==> config.mk <==
export PLATFORM = sky130hd
export DESIGN_NAME = gf151_inverse
export DESIGN_NICKNAME = d
export VERILOG_FILES = /design/src/rtl/gf151_inverse.sv
export SDC_FILE = /design/constraint.sdc
export NUM_CORES = 1
export LEC_CHECK = 0
export ABC_AREA = 1
export BUFFER_PORTS_ARGS = -buffer_cell sky130_fd_sc_hd__buf_2
export CAP_MARGIN = 20
export CELL_PAD_IN_SITES_DETAIL_PLACEMENT = 1
export CELL_PAD_IN_SITES_GLOBAL_PLACEMENT = 2
export CORE_MARGIN = 4
export CORE_UTILIZATION = 42
export CTS_CLUSTER_DIAMETER = 100
export DETAILED_ROUTE_END_ITERATION = 12
export PLACE_DENSITY_LB_ADDON = 0.1
export SYNTH_ARGS = -nofsm -noshare
export SYNTH_HDL_FRONTEND = slang
export SYNTH_HIERARCHICAL = 1
export SYNTH_SLANG_ARGS = --single-unit
==> constraint.sdc <==
create_clock -name clk -period 29.1 [get_ports clk]
set_input_delay 5.82 -clock clk [delete_from_list [all_inputs] [get_ports clk]]
set_output_delay 5.82 -clock clk [all_outputs]
set_load 0.01 [all_outputs]
==> src/rtl/gf151_inverse.sv <==
// -----------------------------------------------------------------------------
// gf151_inverse
//
// Multiplicative inverse over GF(151) computed as a^149 mod 151 (Fermat),
// using left-to-right square-and-multiply with one 8x8 modular multiply per
// cycle. The exponent is fixed, so every element takes exactly 7 squares and
// 3 multiplies.
//
// Ports:
//   clk         rising-edge clock
//   rst_n       asynchronous active-low reset
//   din_valid   input element valid
//   din_ready   block can accept an input (high only in IDLE)
//   din_a       input element, 0..255 (values >= 151 are folded once)
//   dout_valid  result valid (high only in DONE)
//   dout_ready  consumer accepts the result
//   dout_r      inverse, 0..150 (0 for a zero element)
//   dout_err    self-check failure flag (only with GF151_INV_CHECK_EN)
//
// Optional feature macro: GF151_INV_CHECK_EN
//   Adds a CHK cycle that multiplies the result back by the element and
//   raises dout_err when the product is not 1.
// -----------------------------------------------------------------------------

// Barrett reduction mod 151 for a 15-bit operand.
// m = floor(2^16 / 151) = 434; the quotient estimate is at most one short,
// so a single conditional subtract completes the reduction.
module barret_for_151 (
    input  logic [14:0] x_i,
    output logic [7:0]  r_o
);
    logic [7:0] q;
    logic [8:0] rem;

    always_comb begin
        q   = 8'(({9'd0, x_i} * 24'd434) >> 16);
        rem = 9'({1'b0, x_i} - (16'(q) * 16'd151));
        r_o = (rem >= 9'd151) ? 8'(rem - 9'd151) : rem[7:0];
    end
endmodule

module gf151_inverse (
    input  logic       clk,
    input  logic       rst_n,
    input  logic       din_valid,
    output logic       din_ready,
    input  logic [7:0] din_a,
    output logic       dout_valid,
    input  logic       dout_ready,
`ifdef GF151_INV_CHECK_EN
    output logic       dout_err,
`endif
    output logic [7:0] dout_r
);
    // 149 = 1001_0101; bit 7 is consumed by loading r = a.
    localparam logic [7:0] EXP = 8'b1001_0101;

    typedef enum logic [2:0] {
        IDLE = 3'd0,
        SQR  = 3'd1,
        MUL  = 3'd2,
`ifdef GF151_INV_CHECK_EN
        CHK  = 3'd3,
`endif
        DONE = 3'd4
    } state_t;

`ifdef GF151_INV_CHECK_EN
    localparam state_t LAST = CHK;
`else
    localparam state_t LAST = DONE;
`endif

    state_t      state_q, state_d;
    logic [7:0]  a_q, r_q, dout_r_q;
    logic [2:0]  idx_q;
    logic [7:0]  a_in, op_b, red;
    logic [14:0] prod;
`ifdef GF151_INV_CHECK_EN
    logic        err_q;
`endif

    // Single fold brings 0..255 into 0..150.
    assign a_in = (din_a >= 8'd151) ? (din_a - 8'd151) : din_a;

    // Squaring uses r as both operands; MUL and CHK multiply r by a.
    assign op_b = (state_q == SQR) ? r_q : a_q;
    assign prod = {7'd0, r_q} * {7'd0, op_b};

    barret_for_151 u_red (
        .x_i (prod),
        .r_o (red)
    );

    // State register.
    always_ff @(posedge clk or negedge rst_n) begin
        if (!rst_n) state_q <= IDLE;
        else        state_q <= state_d;
    end

    // Next-state logic: walk the exponent bits from index 6 down to 0.
    always_comb begin
        state_d = state_q;
        case (state_q)
            IDLE: if (din_valid) state_d = SQR;
            SQR: begin
                if (EXP[idx_q])          state_d = MUL;
                else if (idx_q == 3'd0)  state_d = LAST;
                else                     state_d = SQR;
            end
            MUL: state_d = (idx_q == 3'd0) ? LAST : SQR;
`ifdef GF151_INV_CHECK_EN
            CHK: state_d = DONE;
`endif
            DONE: if (dout_ready) state_d = IDLE;
            default: state_d = IDLE;
        endcase
    end

    // Datapath: the output register is only written on the edge entering
    // DONE, so dout_r stays stable through the whole computation.
    always_ff @(posedge clk or negedge rst_n) begin
        if (!rst_n) begin
            a_q      <= '0;
            r_q      <= '0;
            idx_q    <= '0;
            dout_r_q <= '0;
`ifdef GF151_INV_CHECK_EN
            err_q    <= 1'b0;
`endif
        end else begin
            case (state_q)
                IDLE: if (din_valid) begin
                    a_q   <= a_in;
                    r_q   <= a_in;
                    idx_q <= 3'd6;
                end
                SQR: begin
                    r_q <= red;
                    if (!EXP[idx_q] && idx_q != 3'd0) idx_q <= idx_q - 3'd1;
                end
                MUL: begin
                    r_q <= red;
                    if (idx_q != 3'd0) idx_q <= idx_q - 3'd1;
                end
                default: ;
            endcase
            if (state_d == DONE && state_q != DONE) begin
`ifdef GF151_INV_CHECK_EN
                dout_r_q <= r_q;
                err_q    <= (red != 8'd1);
`else
                dout_r_q <= red;
`endif
            end
        end
    end

    // Output decode.
    always_comb begin
        din_ready  = (state_q == IDLE);
        dout_valid = (state_q == DONE);
        dout_r     = dout_r_q;
`ifdef GF151_INV_CHECK_EN
        dout_err   = err_q;
`endif
    end
endmodule

### Word-level counts from Yosys, hierarchy flattened

Memories as Yosys holds them, arrays and structs flattened.
Cells that the tools add are included.
Widths: inputs -> output; s select.

* memory bits (read-only): 8
* register bits after elaboration: 30
* bits in writable memories: 0
* logic and storage cells: 51
* latch bits: 0
* memories kept: 1

* equal/unequal tests: 8
* multiply operators: 3
* div/mod/pow operators: 0
* add/subtract/negate cells: 4
* bitwise logic cells: 0
* shifts and indexed selects: 0
* magnitude comparators: 3
* reductions and logical operators: 12
* mux-type cells: 15

Memories
* (no name shown): depth 8, bits a word 1, rd ports 1, clocked after Yosys merged registers in 0, wr ports 0, RTL line 140 `if (!EXP[idx_q] && idx_q != 3'd0) idx_q <= idx_q - 3'd1;`

Operator list (number)
* $mux 8: 4
* $mul 15x8->23 const B: 1
* $mux 3: 7
* $pmux 8 s2: 1
* $sub 8x8->8 const B: 2
* $mul 8x8->15: 1
* $pmux 3 s4: 1
* $ge 9x8->1 const B: 1
* $mul 8x8->9 const B: 1
* $pmux 3 s3: 1
* $sub 9x9->9: 1
* $ge 8x8->1 const B: 1
* $eq 3x3->1 const B: 2
* $logic_not 3->1: 2
* $reduce_bool 3->1: 2
* $lt 3x4->1 const B: 1
* $ne 2x2->1 const B: 2
* $reduce_and 2->1: 2
* $reduce_and 4->1: 1
* $eq 3x1->1 const B: 1
* $eq 3x2->1 const B: 1
* $ne 3x3->1 const B: 1
* $sub 3x1->3 const B: 1
* $logic_and 1x1->1: 2
* other kinds (5): 5

### Logic depth before layout (Yosys ltp)

Gate-level depths: netlist of run 1.

* depth in word-level cells: 9
* mapped depth: 70
* gate-level depth less buffers: 70

### Hierarchy

The synthesis of run 1 kept the hierarchy.

Modules (own cells, without submodules)
* barret_for_151: instances 1, area each 4087.7 sq um, cells an instance 570
* gf151_inverse: instances 1, area each 3809.9 sq um, cells an instance 500

### Worst setup path before layout of run 1

No wires, ideal clock.

* path type: reg2reg
* start: register state_q[2]
* end: register r_q[7]
* setup time: 129 ps
* data required time: 28971 ps
* path slack: 17808 ps
* arrival: 11163 ps
* cell stages (with the launch flop): 56
* cell sequence: dfrtp_1 -> inv_1 -> nand3_4 -> a21oi_2 -> a21oi_4 -> or2_2 -> fa_1 -> fa_1 -> inv_1 -> fa_1 -> inv_1 -> fa_1 -> inv_1 -> ha_1 -> a21oi_1 -> o211ai_1 -> xor2_1 -> ha_1 -> [20 not listed] -> fa_1 -> inv_1 -> ha_1 -> nand2_1 -> or2_2 -> nand3_1 -> nand3b_1 -> nand2_1 -> nand3_1 -> nand3_1 -> nand2_2 -> inv_2 -> nand2_8 -> nand3_4 -> nand2_1 -> nand2_1 -> o21ai_0 -> o22ai_1

* cells in the longest elaborated chain, start to end: 9

Ends and longest elaborated chain
* from (decl): RTL line 74 `state_t state_q, state_d;`
* from (signal assigned): RTL line 98 `else state_q <= state_d;`
* $eq 3x1->1 (*): RTL line 87 `assign op_b = (state_q == SQR) ? r_q : a_q;`
* $mux 8 (*): RTL line 87
* $mul 8x8->15 (*): RTL line 88 `assign prod = {7'd0, r_q} * {7'd0, op_b};`
* named net prod[8]: RTL line 78 `logic [14:0] prod;`
* $mul 15x8->23: RTL line 36 `q = 8'(({9'd0, x_i} * 24'd434) >> 16);`
* $mul 8x8->9: RTL line 37 `rem = 9'({1'b0, x_i} - (16'(q) * 16'd151));`
* $sub 9x9->9 (*): RTL line 37
* $sub 8x8->8 / $ge 9x8->1 (equally long branches): RTL line 38 `r_o = (rem >= 9'd151) ? 8'(rem - 9'd151) : rem[7:0];`
* $mux 8 (*): RTL line 38
* named net red[7]: RTL line 77 `logic [7:0] a_in, op_b, red;`
* $pmux 8 s2 (*): RTL line 132 `case (state_q)`
* to (signal assigned): RTL line 135 `r_q <= a_in;`
* to (signal assigned): RTL line 139 `r_q <= red;`
* to (signal assigned): RTL line 143 `r_q <= red;`
* to (decl): RTL line 75 `logic [7:0] a_q, r_q, dout_r_q;`

Mark *: on every way through the listed nets, which the timed path passes. The rest lies on a longest branch.
A chain may end at the register's enable or synchronous reset.

### Final worst setup path of run 1

Ends and elaborated chain as after synthesis.

==> results of run 1 <==
placed cells by master (no fill, tap or decap), drive strengths merged:
master    instances
a21o              6
a21oi            54
a31oi             1
buf              21
clkbuf            6
clkinv            2
clkinvlp          1
dfrtp            30
fa               69
ha              131
inv             255
nand2           239
nand3            58
nand3b            3
nand4            15
nor2             95
nor2b             1
nor3              7
nor4              1
o211ai            1
o21a              1
o21ai            31
o21bai            5
o221ai            1
o22ai             1
o41ai             1
or2               8
xnor2            20
xor2             30
state kept, by name (all words and copies together), names as in the netlist:
name	flops
a_q	8
dout_r	8
r_q	8
idx_q	3
state_q	3
path summary, 6_finish.rpt:
| check | from | endpoint | slack [ns] |
|---|---|---|---|
| worst max-delay path | state_q[2]$_DFF_PN0_ | r_q[7]$_DFFE_PN0P_ | 16.37 |
| worst max register to register | state_q[2]$_DFF_PN0_ | r_q[7]$_DFFE_PN0P_ | 16.37 |
| max in group asynchronous | rst_n | r_q[7]$_DFFE_PN0P_ | 23.06 |
| worst min register to register | dout_r[1]$_DFFE_PN0P_ | dout_r[1]$_DFFE_PN0P_ | 0.47 |
| worst min-delay path | dout_r[1]$_DFFE_PN0P_ | dout_r[1]$_DFFE_PN0P_ | 0.47 |
| min in group asynchronous | rst_n | a_q[7]$_DFFE_PN0P_ | 5.58 |
worst max-delay path, delay by kind of cell, from the launching register on:
family	cells	cell delay, ns
AO/OA/AOI/OAI	9	1.58
XOR/XNOR	1	0.61
adder cells (fa/ha/maj)	15	6.72
buffers and inverters	11	0.71
flip-flops	1	0.35
AND/OR/NAND/NOR	21	2.60
kinds of logic (layout without fill, tap and decap cells):
| group | Yosys count | after routing | synth area share (%) |
|---|---|---|---|
| and+or+nand+nor | 427 | 427 | 25.2 |
| buffers and inverters | 261 | 285 | 12.8 |
| adders and majority gates | 200 | 200 | 38.2 |
| AOI/OAI and AO/OA | 102 | 102 | 8.67 |
| xor gates and xnor gates | 50 | 50 | 5.64 |
| DFF | 30 | 30 | 9.51 |
metrics by stage:
stage	hold slack [ns]	instances	area, µm²	worst slack (ns)	utilization [%]
detailed placement	0.468	1315	8240	16.34	45.3
global route	0.510	1323	8390	15.39	46.1
global placement	0.458	1315	8240	16.60	45.3
floorplan	0.449	1070	7900	17.81	-
CTS	0.479	1323	8390	16.32	46.1
finish	0.473	1323	8390	16.37	46.1
routing by layer:
layer / global-route usage, % / part of all wire (%) / vias up
met5: 0 / 0 / -
met4: 1.52 / 0.28 / 0
met3: 1.43 / 1.2 / 4
met2: 35.0 / 51 / 29
met1: 24.9 / 48 / 3167
li1: - / - / 3355
final cells by class:
cell class              count  area share [%]
multi-input cells         779            73.1
clock buffers               6            1.65
well taps                 229            3.41
repair buffers             21            1.25
flip-flops and latches     30            8.94
clock inverters             2           0.149
inverters                 256            11.5
==> flow_summary.toml, run 1 <==
[outcome]
status = "complete, no violations"

[timing]
skew_ns = 0.00715
slew_violations = 0
max_freq_mhz = 78.5
finalHoldViolCount = 0
finalWorstPathRequiredPeriod_ns = 12.73
finalSetupViolations = 0
max-slew-margin-rel_pct = 43.6
final.setup.tns_ns = 0
final.period_utilization_pct = 43.8
rsz0062_at_grt = "false"
tightestPinTransition_ns = 0.840

[setup_path]
max_stage_delay_ns = 0.61
critical_path_class = "reg -> reg"
start_kind = "flop"
cp-end-kind = "flop"
r2r_cells = 57
critPathSlowestCell = "xor2_1"
cp.required_ns = 29.24
crit_arrival_ns = 12.88
crit_path_max_fanout = 19

[logic_synthesis]
yosys.area.top_type = "ha_1"
synthTopCellsByArea = "ha_1 (21%), fa_1 (17%), inv_1 (12%), nand2_1 (10%), dfrtp_1 (9.5%)"
synth_top_cell_area_share_pct = 20.8
synth_edf_count = 0
yosys_warnings = 6
synthArstFlopShare_pct = 100
avgSynthCellArea_um2 = 7.38
synthFlopType = "dfrtp_1"
synth.distinct_cells = 48
synthesis.area_um2 = 7900
synthTopCellsByCount = "inv_1 (252), nand2_1 (214), ha_1 (131)"
ys_seq_area_share_pct = 9.51
synthCells = 1070
syn-num-nets = 1282
synth.most_common_cell = "inv_1"
ys_seq_elements = 30

[die]
die_h_um = 145
start_util_pct = 43.4
die_w_um = 145
num_rows = 49
pin_count = 22
die_area_um2 = 21100
core-area_um2 = 18200

[route]
drc = 0
routed_via_density = 4.95
drt.antenna.violating_nets = 0
drtIter0Drc = 161
wire_per_inst_um = 14.7
drtPass1Iterations = 4
via_count = 6555
routed_wl_mm = 19.5

[clock_tree]
holdBufCountCts = 0
cts_tree = "yes"
cts.sinks = 30
clockBufferDepth = 2
path_clk_slew_ns = 0.06
cts-buffers-inserted = 5
cts_root_buf = "clkbuf_16"
htreeDepth = 2
cts_setup_buffers = 0
worstSkewPairLatency_ns = 0.27
cts_resized = 0

[placement]
post-dp-hpwl_mm = 17.4
gp_congestion = 0.870
port_buffers = 21

[min_path]
min_path_cells = 2
hold_class = "reg -> reg"

[finish]
multi_input_area_um2 = 6140
n_antenna_cell = 0
regArea_um2 = 751
final_nets = 1305
fill_cells = 2336
syn_to_final_growth_pct = 6.29
drive_gt1_share_pct = 9.32

[global_routing]
grt_pass1_vias = 6940
grt_pass1_wl_mm = 33.6
grt_overflow_total = 0
track_usage_pct = 18.8
grt_max_degree = 31
grt_antenna_before_repair = 0

[run]
drv_cap = 0
Power of run 1 is left out: the tool's default activity adds up to more than one toggle a clock period on the data nets, which glitch-free logic cannot reach.
==> inputs of run 2 (changes only) <==
--- a/config.mk
+++ b/config.mk
@@ -5,13 +5,13 @@
 export SDC_FILE = /design/constraint.sdc
 export NUM_CORES = 1
 export LEC_CHECK = 0
-export ABC_AREA = 1
+export ABC_AREA = 0
 export BUFFER_PORTS_ARGS = -buffer_cell sky130_fd_sc_hd__buf_2
 export CAP_MARGIN = 20
 export CELL_PAD_IN_SITES_DETAIL_PLACEMENT = 1
 export CELL_PAD_IN_SITES_GLOBAL_PLACEMENT = 2
 export CORE_MARGIN = 4
-export CORE_UTILIZATION = 42
+export CORE_UTILIZATION = 41
 export CTS_CLUSTER_DIAMETER = 100
 export DETAILED_ROUTE_END_ITERATION = 12
 export PLACE_DENSITY_LB_ADDON = 0.1
==> constraint.sdc (replaced) <==
create_clock -name clk -period 12.05 [get_ports clk]
set_input_delay 2.41 -clock clk [delete_from_list [all_inputs] [get_ports clk]]
set_output_delay 2.41 -clock clk [all_outputs]
set_load 0.01 [all_outputs]
==> flow_summary.toml, run 2 <==
[outcome]
status = "complete, but fails checks"
violations = "setup timing"

[global_routing]
grt_antenna_before_repair = 0
grt_overflow_total = 0
grt_pass1_vias = 6938
grt_pass1_wl_mm = 34.4
track_usage_pct = 20.6
grt_max_degree = 31

[timing]
max-slew-margin-rel_pct = 42.4
final.period_utilization_pct = 100
rsz0062_at_grt = "true"
skew_ns = 0.00330
slew_violations = 0
finalSetupViolations = 6
worst_slack_ns = -0.0428
tightestPinTransition_ns = 0.858
finalHoldViolCount = 0
max_freq_mhz = 82.7
finalWorstPathRequiredPeriod_ns = 12.09

[finish]
mostFrequentLayoutCells = "inv_1 (126), buf_4 (97), ha_1 (96)"
final_nets = 1165
fill_cells = 1966
regArea_um2 = 751
multi_input_area_um2 = 6950
final_common_cell = "inv_1"
syn_to_final_growth_pct = 33.4
finalNonFillerCells = 1179
n_antenna_cell = 0
drive_gt1_share_pct = 31.9
fin_util_pct = 56.2

[clock_tree]
clockBufferDepth = 2
cts-buffers-inserted = 5
holdBufCountCts = 0
worstSkewPairLatency_ns = 0.27
cts_root_buf = "clkbuf_16"
cts.sinks = 30
path_clk_slew_ns = 0.05
cts_tree = "yes"
htreeDepth = 2

[logic_synthesis]
synth_edf_count = 0
ys_seq_elements = 30
yosys.area.top_type = "ha_1"
synthTopCellsByArea = "ha_1 (22%), fa_1 (19%), dfrtp_1 (10%), inv_1 (7.1%), nor2b_1 (4.6%)"
syn-num-nets = 1038
synthArstFlopShare_pct = 100
synth_top_cell_area_share_pct = 22.4
synthTopCellsByCount = "inv_1 (139), ha_1 (131), fa_1 (69)"
synthCells = 826
avgSynthCellArea_um2 = 8.88
synth.distinct_cells = 66
synthFlopType = "dfrtp_1"
ys_seq_area_share_pct = 10.2
synthesis.area_um2 = 7330
yosys_warnings = 6
synth.most_common_cell = "inv_1"

[setup_path]
critical_path_class = "reg -> reg"
crit_arrival_ns = 12.23
cp.required_ns = 12.19
crit_path_max_fanout = 6
cp-end-kind = "flop"
max_stage_delay_ns = 0.59
start_kind = "flop"
cp_num_buf_inv = 12
cp_common_cell = "fa_1"
critPathSlowestCell = "fa_1"
crit_family = "adder cells"

[route]
via_count = 6156
drt.antenna.violating_nets = 0
routed_wl_mm = 21.1
drtPass1Iterations = 4
drtIter0Drc = 151
routed_via_density = 5.22
drc = 0
wire_per_inst_um = 17.9

[min_path]
hold_class = "reg -> reg"

[placement]
place_inst = 1119
post-dp-hpwl_mm = 16.7
port_buffers = 21
dp_slack_ns = -0.374
gp_congestion = 0.878

[run]
drv_cap = 0

[die]
num_rows = 48
core-area_um2 = 17400
pin_count = 22
die_h_um = 142
die_w_um = 142
start_util_pct = 42.1
die_area_um2 = 20100
run 2: cell count changes in the layout (fill, tap and decap cells not counted), moves of 12 or more:
cell and delta:
o21a_1 +22, nand3_1 -41, inv_1 -126, nor2b_1 +43, nand2_1 -174, ha_4 +33, nor2_1 -59, a21oi_1 -22
buf_4 +97, nand2_2 -17, nand2b_1 +12, buf_6 +18, ha_1 -35
run 2: path summary, 6_finish.rpt:
kind                       slack [ns]                     to             startpoint  cells after the start
setup / recovery                -0.04     r_q[3]$_DFFE_PN0P_   state_q[1]$_DFF_PN0_                     50
setup reg to reg                -0.04     r_q[3]$_DFFE_PN0P_   state_q[1]$_DFF_PN0_                     50
hold reg to reg                  0.50  dout_r[5]$_DFFE_PN0P_  dout_r[5]$_DFFE_PN0P_                      1
min in group asynchronous        2.17     a_q[5]$_DFFE_PN0P_                  rst_n                      1
max in group asynchronous        9.44  dout_r[7]$_DFFE_PN0P_                  rst_n                      1
hold / removal                   0.50  dout_r[5]$_DFFE_PN0P_  dout_r[5]$_DFFE_PN0P_                      1
run 2: layer usage:
| layer | wire length [µm] | up-vias | share of wire, % | global-route usage (%) |
|---|---|---|---|---|
| met5 | 0 | - | 0 | 0 |
| met2 | 11500 | 51 | 55 | 39.6 |
| li1 | - | 2977 | - | - |
| met4 | 254 | 0 | 1.2 | 3.23 |
| met1 | 9080 | 3104 | 43 | 25.8 |
| met3 | 242 | 24 | 1.1 | 1.25 |
run 2: what timing repair did:
| item | 4_1_cts | 5_1_grt |
|---|---|---|
| gates cloned | 1 | 0 |
| gates resized for setup | 54 | 102 |
| setup endpoints to repair | 16 | 16 |
| pin swaps | 49 | 64 |
| buffers inserted | 24 | 30 |
run 2: stage by stage:
step / hold slack [ns] / cell area, µm² / setup TNS [ns]
after CTS: 0.509 / 9050 / 0
final: 0.505 / 9780 / -0.132
after global routing: 0.519 / 9780 / -6.39
after detailed placement: 0.497 / 8350 / -5.22
after global placement: 0.492 / 8340 / -2.41
after floorplan: 0.482 / 7550 / 0
run 2: final cells by class:
class | count | share of cell area (%)
well taps | 225 | 2.88
clock inverters | 1 | 0.0512
multi-input cells | 637 | 71.1
clock buffers | 7 | 1.46
flip-flops and latches | 30 | 7.67
repair buffers | 140 | 11.5
inverters | 139 | 5.33
run 2: worst register-to-register path: cells and delay by family (launching register included):
| kind | cells | cell delay, ns |
|---|---|---|
| muxes | 1 | 0.28 |
| adders and majority gates | 15 | 6.16 |
| and+or+nand+nor | 9 | 1.59 |
| buffers and inverters | 12 | 1.21 |
| AOI/OAI and AO/OA | 10 | 1.93 |
| xor gates and xnor gates | 3 | 0.37 |
| DFF | 1 | 0.39 |
run 2: cells by family after synthesis:
family          synth area share (%)
compound gates                  13.9
xor+xnor                        7.17
fa+ha+maj                       41.2
buf+inv                         8.41
flops                           10.2
mux                             3.34
simple gates                    15.8
Power of run 2 is left out for the same reason.
==> inputs of run 3 (changes only) <==
--- a/config.mk
+++ b/config.mk
@@ -7,7 +7,6 @@
 export LEC_CHECK = 0
 export ABC_AREA = 0
 export BUFFER_PORTS_ARGS = -buffer_cell sky130_fd_sc_hd__buf_2
-export CAP_MARGIN = 20
 export CELL_PAD_IN_SITES_DETAIL_PLACEMENT = 1
 export CELL_PAD_IN_SITES_GLOBAL_PLACEMENT = 2
 export CORE_MARGIN = 4
@@ -15,7 +14,7 @@
 export CTS_CLUSTER_DIAMETER = 100
 export DETAILED_ROUTE_END_ITERATION = 12
 export PLACE_DENSITY_LB_ADDON = 0.1
+export REMOVE_ABC_BUFFERS = 1
 export SYNTH_ARGS = -nofsm -noshare
 export SYNTH_HDL_FRONTEND = slang
-export SYNTH_HIERARCHICAL = 1
 export SYNTH_SLANG_ARGS = --single-unit
==> flow_summary.toml, run 3 <==
[setup_path]
crit_path_max_fanout = 7
critical_path_class = "reg -> reg"
cp-end-kind = "flop"
start_kind = "flop"
cp.required_ns = 12.20
crit_arrival_ns = 12.86
max_stage_delay_ns = 0.59
cp_common_cell = "fa_1"
critPathSlowestCell = "a2111o_2"

[route]
drtIter0Drc = 213
wire_per_inst_um = 17.5
drc = 0
via_count = 6634
routed_wl_mm = 22.6
routed_via_density = 5.13
drtPass1Iterations = 4
drt.antenna.violating_nets = 0

[run]
drv_cap = 0

[outcome]
violations = "setup timing"
status = "complete, but fails checks"

[logic_synthesis]
synth_edf_count = 0
synth.most_common_cell = "inv_1"
synth_top_cell_area_share_pct = 21.2
synthCells = 859
synth.distinct_cells = 62
yosys.area.top_type = "ha_1"
ys_seq_area_share_pct = 10.2
avgSynthCellArea_um2 = 8.53
synthArstFlopShare_pct = 100
synthTopCellsByArea = "ha_1 (21%), fa_1 (20%), dfrtp_1 (10%), inv_1 (9.2%), xnor2_1 (4.7%)"
synthTopCellsByCount = "inv_1 (180), ha_1 (124), fa_1 (72)"
yosys_warnings = 0
ys_seq_elements = 30
synthFlopType = "dfrtp_1"
synthesis.area_um2 = 7320

[finish]
syn_to_final_growth_pct = 35.7
final_common_cell = "buf_4"
drive_gt1_share_pct = 30.4
fill_cells = 2095
n_antenna_cell = 0
final_nets = 1276
stdcell_area_um2 = 9940
mostFrequentLayoutCells = "buf_4 (188), inv_1 (170), ha_1 (112)"

[timing]
max_freq_mhz = 78.7
max-slew-margin-rel_pct = 22.8
rsz0062_at_grt = "true"
finalHoldViolCount = 0
finalSetupViolations = 16
final.period_utilization_pct = 106
worst_slack_ns = -0.663
finalWorstPathRequiredPeriod_ns = 12.71
slew_violations = 0
skew_ns = 0.00683
tightestPinTransition_ns = 1.15

[clock_tree]
htreeDepth = 2
cts.sinks = 30
clockBufferDepth = 2
worstSkewPairLatency_ns = 0.28
cts-buffers-inserted = 5
cts_root_buf = "clkbuf_16"
path_clk_slew_ns = 0.05
cts_tree = "yes"

[die]
core-area_um2 = 17400
num_rows = 48
start_util_pct = 42.1
die_w_um = 142
die_h_um = 142
die_area_um2 = 20100
pin_count = 22

[min_path]
hold_class = "reg -> reg"

[global_routing]
track_usage_pct = 22.8
grt_antenna_before_repair = 0
grt_overflow_total = 0
grt_max_degree = 31
grt_pass1_wl_mm = 37.5
grt_pass1_vias = 7535

[placement]
post_dp_cell_area_um2 = 8900
port_buffers = 21
gp_congestion = 0.869
post-dp-hpwl_mm = 18.6
==> run 3: cell count changes after synthesis, moves of 12 or more <==
cell	change
o21a_1	-12
and3_1	+12
nor2b_1	-17
inv_1	+41
o21ai_0	+13
==> run 3: final timing paths <==
check | cells after the start | startpoint | endpoint | slack [ns]
worst max-delay path | 52 | state_q[1]$_DFF_PN0_ | r_q[0]$_DFFE_PN0P_ | -0.66
worst min-delay path | 2 | dout_r[1]$_DFFE_PN0P_ | dout_r[1]$_DFFE_PN0P_ | 0.49
worst max register to register | 52 | state_q[1]$_DFF_PN0_ | r_q[0]$_DFFE_PN0P_ | -0.66
worst min register to register | 2 | dout_r[1]$_DFFE_PN0P_ | dout_r[1]$_DFFE_PN0P_ | 0.49
max in group asynchronous | 1 | rst_n | r_q[0]$_DFFE_PN0P_ | 9.41
min in group asynchronous | 1 | rst_n | a_q[7]$_DFFE_PN0P_ | 2.19
==> run 3: logic make-up after synthesis <==
group | Yosys count | synth area share, %
AOI/OAI and AO/OA | 148 | 13.5
xor gates and xnor gates | 63 | 8.17
adders and majority gates | 196 | 40.9
buffers and inverters | 201 | 10.5
DFF | 30 | 10.2
muxes | 10 | 1.50
and+or+nand+nor | 211 | 15.2
==> run 3: layout make-up <==
type | count | area (µm²) | area share [%]
Inverter | 180 | 676 | 6.80
Multi-Input combinational cell | 628 | 6360 | 64.0
Clock buffer | 6 | 139 | 1.40
Tap cell | 225 | 282 | 2.83
Timing Repair Buffer | 223 | 1670 | 16.8
Clock inverter | 2 | 60.1 | 0.604
Sequential cell | 30 | 751 | 7.55
==> run 3: critical path: cells and delay by family (launching register included) <==
kind	cells	cell delay, ns
and+or+nand+nor	6	1.09
DFF	1	0.39
buffers and inverters	12	0.95
xor gates and xnor gates	7	1.50
AOI/OAI and AO/OA	11	2.25
muxes	1	0.32
adders and majority gates	15	6.09
==> run 3: what timing repair did <==
action,4_1_cts,5_1_grt
endpoints found under the setup margin,16,16
pin swaps,66,29
hold buffers,0,0
gates resized for setup,84,46
setup buffers,25,9
==> run 3: stage by stage <==
| step | hold slack, ns | instances | TNS (ns) | worst slack (ns) | utilization, % |
|---|---|---|---|---|---|
| 3_3_place_gp | 0.461 | 1255 | -14.88 | -1.00 | 51.1 |
| 2_1_floorplan | 0.458 | 838 | -13.65 | -0.996 | - |
| 3_5_place_dp | 0.475 | 1255 | -21.57 | -1.45 | 51.1 |
| 5_1_grt | 0.527 | 1294 | -16.99 | -1.14 | 57.1 |
| 4_1_cts | 0.498 | 1286 | -6.48 | -0.505 | 55.4 |
| 6_report | 0.488 | 1294 | -9.47 | -0.663 | 57.1 |
==> run 3: routing by layer <==
metal  vias to the layer above  track usage (%)  wire length (µm)
li1                       3222                -                 -
met1                      3312             30.7             10200
met2                        75             41.1             11500
met3                        25             1.82               557
met4                         0             2.58               320
met5                         -                0                 0
Power of run 3 is left out for the same reason.
